<file path="src/rtl/time_set_controller.sv">
// rtl/time_set_controller.sv - 1 s prescaler, cascaded h:m:s counter and time-set FSM with blink
// Define TWELVE_HOUR_EN for 1..12 hours with a PM flag; otherwise 0..HOURS_MAX hours and pm is 0.
module time_set_controller #(
  parameter int CLK_DIV   = 50000000,
  parameter int HOURS_MAX = 23
) (
  input  logic       clk,
  input  logic       reset,
  input  logic       btn_mode,
  input  logic       btn_inc,
  output logic [7:0] seconds,
  output logic [7:0] minutes,
  output logic [7:0] hours,
  output logic       pm,
  output logic [1:0] set_state,
  output logic       blink,
  output logic       sec_tick
);

  localparam int PW = (CLK_DIV > 2) ? $clog2(CLK_DIV) : 1;
  localparam logic [PW-1:0] PRESC_LAST = PW'(CLK_DIV - 1);
  localparam logic [PW-1:0] HALF_LAST  = PW'(CLK_DIV / 2 - 1);

  localparam logic [1:0] ST_RUN         = 2'b00;
  localparam logic [1:0] ST_SET_HOURS   = 2'b01;
  localparam logic [1:0] ST_SET_MINUTES = 2'b10;

`ifdef TWELVE_HOUR_EN
  localparam logic [7:0] RESET_HOURS = 8'd12;
`else
  localparam logic [7:0] RESET_HOURS = 8'd0;
`endif

  logic [PW-1:0] prescaler;
  logic [PW-1:0] half_cnt;
  logic [7:0]    hours_inc;
  logic          pm_inc;
  logic [7:0]    minutes_inc;

  assign sec_tick = (set_state == ST_RUN) && (prescaler == PRESC_LAST);

  // Next hour value shared by the carry chain and the SET_HOURS increment.
  always_comb begin
    hours_inc = hours + 8'd1;
    pm_inc    = 1'b0;
`ifdef TWELVE_HOUR_EN
    if (hours == 8'd12) hours_inc = 8'd1;
    pm_inc = (hours == 8'd11) ? ~pm : pm;
`else
    if (hours == 8'(HOURS_MAX)) hours_inc = 8'd0;
`endif
  end

  assign minutes_inc = (minutes == 8'd59) ? 8'd0 : minutes + 8'd1;

  always_ff @(posedge clk) begin
    if (reset) begin
      seconds   <= 8'd0;
      minutes   <= 8'd0;
      hours     <= RESET_HOURS;
      pm        <= 1'b0;
      set_state <= ST_RUN;
      prescaler <= '0;
      half_cnt  <= '0;
      blink     <= 1'b1;
    end else begin
      // Half-second blink timer; only meaningful in set states, overridden below otherwise.
      if (half_cnt == HALF_LAST) begin
        half_cnt <= '0;
        blink    <= ~blink;
      end else begin
        half_cnt <= half_cnt + PW'(1);
      end

      case (set_state)
        ST_RUN: begin
          blink     <= 1'b1;
          prescaler <= sec_tick ? '0 : prescaler + PW'(1);
          if (sec_tick) begin
            if (seconds == 8'd59) begin
              seconds <= 8'd0;
              if (minutes == 8'd59) begin
                minutes <= 8'd0;
                hours   <= hours_inc;
                pm      <= pm_inc;
              end else begin
                minutes <= minutes + 8'd1;
              end
            end else begin
              seconds <= seconds + 8'd1;
            end
          end
          if (btn_mode) begin
            set_state <= ST_SET_HOURS;
            prescaler <= '0;
            blink     <= 1'b0;
            half_cnt  <= '0;
          end
        end

        ST_SET_HOURS: begin
          prescaler <= '0;
          if (btn_mode) begin
            set_state <= ST_SET_MINUTES;
            blink     <= 1'b0;
            half_cnt  <= '0;
          end else if (btn_inc) begin
            hours <= hours_inc;
            pm    <= pm_inc;
          end
        end

        ST_SET_MINUTES: begin
          prescaler <= '0;
          if (btn_mode) begin
            set_state <= ST_RUN;
            seconds   <= 8'd0;
            blink     <= 1'b1;
          end else if (btn_inc) begin
            minutes <= minutes_inc;
          end
        end

        default: begin
          set_state <= ST_RUN;
          prescaler <= '0;
          blink     <= 1'b1;
        end
      endcase
    end
  end

endmodule

</file>
<file path="config.mk">
export PLATFORM = sky130hd
export DESIGN_NAME = time_set_controller
export DESIGN_NICKNAME = d
export VERILOG_FILES = /design/src/rtl/time_set_controller.sv
export SDC_FILE = /design/constraint.sdc
export NUM_CORES = 1
export LEC_CHECK = 0
export ABC_AREA = 1
export BUFFER_PORTS_ARGS = -buffer_cell sky130_fd_sc_hd__buf_2
export CORE_ASPECT_RATIO = 1.5
export CORE_MARGIN = 4
export CORE_UTILIZATION = 40
export CTS_CLUSTER_SIZE = 30
export DETAILED_ROUTE_END_ITERATION = 12
export GPL_TIMING_DRIVEN = 0
export PLACE_DENSITY = 0.54
export SYNTH_ARGS = -nofsm -noshare
export SYNTH_HDL_FRONTEND = slang
export SYNTH_SLANG_ARGS = --single-unit
</file>
<file path="constraint.sdc">
create_clock -name clk -period 3.3 [get_ports clk]
set_input_delay 0.66 -clock clk [delete_from_list [all_inputs] [get_ports clk]]
set_output_delay 0.66 -clock clk [all_outputs]
set_load 0.01 [all_outputs]
</file>
==> results.json <==
{
  "synth_cell_types": 32,
  "crit_path_start_kind": "register",
  "cts.clk_slew.worst_paths_ns": 0.06,
  "drt_pass1_iterations": 6,
  "outcome": "finished, final reports clean",
  "post-route-util_pct": 46.7,
  "dieArea_um2": 12700,
  "yosys_warnings": 0,
  "regArea_um2": 1580,
  "period_needed_ns": 2.65,
  "power.leakage_nw": 1.87,
  "post_drt_wl_per_cell_um": 13.4,
  "dieHeight_um": 136,
  "antenna_found_initial": 0,
  "initial_core_util_pct": 41.1,
  "root_buffer": "clkbuf_16",
  "ant_nets": 0,
  "cts_setup_buffers": 0,
  "hp-class": "register to register",
  "fmax_mhz": 377,
  "place_congestion": 0.881,
  "fp-row-count": 46,
  "maxCapViolations": 0,
  "drive_above_1_share_pct": 8.77,
  "htree_levels": 3,
  "grt_max_degree": 12,
  "netlist_area_um2": 4380,
  "clock_path_buffers": 2,
  "globalRouteTotalUtil_pct": 19.3,
  "layout.nets": 736,
  "die_w_um": 93.4,
  "route.detailed.drc": 0,
  "critPathRequiredTime_ns": 2.64,
  "tightest_slew_ns": 0.600,
  "critical_path_class": "register to output pin",
  "syn_inst": 686,
  "dp.cells": 860,
  "syn-num-nets": 695,
  "core_area_um2": 10600,
  "viasPerCell": 5.01,
  "syn_to_final_growth_pct": 13.7,
  "fin_ws_ns": 0.648,
  "yosysSeqAreaShare_pct": 36.1,
  "pre_cts_ws_ns": 0.960,
  "num_io_pins": 33,
  "worst_setup_path_end_kind": "output pin",
  "n_fill_cell": 1138,
  "overflow": 0,
  "hold_viol": 0,
  "cts_resized": 0,
  "grt_pass1_vias": 4252,
  "drt_first_iter_violations": 190,
  "grt_pass1_wl_um": 19500,
  "total_power_mw": 1.97,
  "syn_avg_cell_area_um2": 6.38,
  "cts_sinks": 79,
  "ir_worst_vdd_mv": 0.233,
  "multi_input_area_um2": 2410,
  "fin_crit_sh_pct": 80.4,
  "crit_path_max_fanout": 6,
  "ys_ff_latch": 79,
  "rsz0062_at_grt": "no",
  "drv_slew": 0,
  "slew-limit-headroom_pct": 59.7,
  "cts_tree": "built",
  "finalSetupViolCount": 0,
  "io_buffers": 30,
  "fin_skew_ns": 0.00523,
  "dp_hpwl_um": 9140,
  "powerDensity_nw_per_um2": 396,
  "cts_made_buffers": 9,
  "cts.hold.buffers_added": 0,
  "stdcell_count": 875,
  "worstPathArrival_ns": 1.99,
  "fin_setup_tns_ns": 0,
  "clock_latency_ns": 0.33,
  "num_vias": 4386,
  "drt-total-wl_um": 11800
}
-- synth_stat cells (all sizes together) --
cell / instances / area, µm²
nand4: 22 / 138
conb: 1 / 3.75
buf: 8 / 55.1
ha: 5 / 62.6
o21bai: 1 / 7.51
o21ai: 8 / 51.3
nor2: 127 / 499
nand2: 170 / 643
a21oi: 48 / 244
nand3b: 3 / 22.5
a31oi: 2 / 12.5
dfxtp: 79 / 1580
or2: 5 / 31.3
xor2: 12 / 105
o22ai: 1 / 6.26
clkbuf: 2 / 7.51
nor3b: 4 / 30.0
nor3: 20 / 100
xnor2: 8 / 70.1
nor4: 1 / 6.26
inv: 85 / 319
nand3: 74 / 380
-- stage by stage --
stage | hold slack (ns) | area (µm²)
after global routing | 0.516 | 4970
final | 0.470 | 4970
after floorplan | 0.430 | 4380
after CTS | 0.477 | 4970
after detailed placement | 0.463 | 4710
after global placement | 0.456 | 4710
-- cells in the final DEF (no fill, tap or decap), drive strengths merged, types with 5 or more instances in the layout --
master,n
nand4,22
clkbuf,15
xnor2,8
ha,5
dfxtp,79
nand3,74
inv,85
nor3,20
nand2,170
buf,38
a21oi,48
nor2,127
or2,5
xor2,12
o21ai,8
-- routing by layer --
layer / track usage, % / share of wire (%)
met1: 19.4 / 38
met2: 38.0 / 56
met4: 8.96 / 2.6
met3: 2.93 / 3.2
met5: 0 / 0
-- worst paths after layout --
| kind | start | slack, ns | depth (start not counted) | end |
|---|---|---|---|---|
| setup / recovery | prescaler[0] | 0.65 | 6 | sec_tick |
| hold / removal | half_cnt[0] | 0.47 | 1 | half_cnt[0] |
| setup reg to reg | seconds[0] | 1.10 | 10 | minutes[7] |
| hold reg to reg | half_cnt[0] | 0.47 | 1 | half_cnt[0] |
-- where the power goes --
| group | switching (mW) | leakage (nW) | total [mW] | internal (mW) |
|---|---|---|---|---|
| combinational | 0.0678 | 1.11 | 0.0939 | 0.0261 |
| clock | 0.365 | 0.132 | 0.906 | 0.541 |
| sequential | 0.00771 | 0.637 | 0.968 | 0.961 |
| total | 0.441 | 1.87 | 1.97 | 1.53 |
-- layout make-up --
| class | instances | share of cell area [%] |
|---|---|---|
| clock buffers | 13 | 5.23 |
| repair buffers | 30 | 3.02 |
| well taps | 144 | 3.62 |
| flip-flops and latches | 79 | 31.8 |
| multi-input cells | 512 | 48.5 |
| clock inverters | 1 | 0.101 |
| plain buffers | 10 | 1.26 |
| diodes | 1 | 0.0503 |
| inverters | 85 | 6.41 |
-- sequential cells by signal (all words and copies together) (netlist names) --
signal,count
blink,1
prescaler,26
hours,8
minutes,8
set_state,2
seconds,8
half_cnt,26
-- worst max-delay path: stages, from the launching register on --
cell	delay, ns
dfxtp_1	0.41
ha_1	0.29
nand3_2	0.16
nor2_4	0.16
nand2_1	0.12
nor3_1	0.31
buf_2	0.21
-- cell families (layout without fill, tap and decap cells) --
kind of cell               Yosys count  count (layout)  synth area share, %
adders and majority gates            5               5                 1.43
and+or+nand+nor                    426             426                 42.3
other                                1               2               0.0857
xor gates and xnor gates            20              20                 4.00
DFF                                 79              79                 36.1
AOI/OAI and AO/OA                   60              60                 7.35
buffers and inverters               95             139                 8.72
Power figures use the tool's default switching activity.
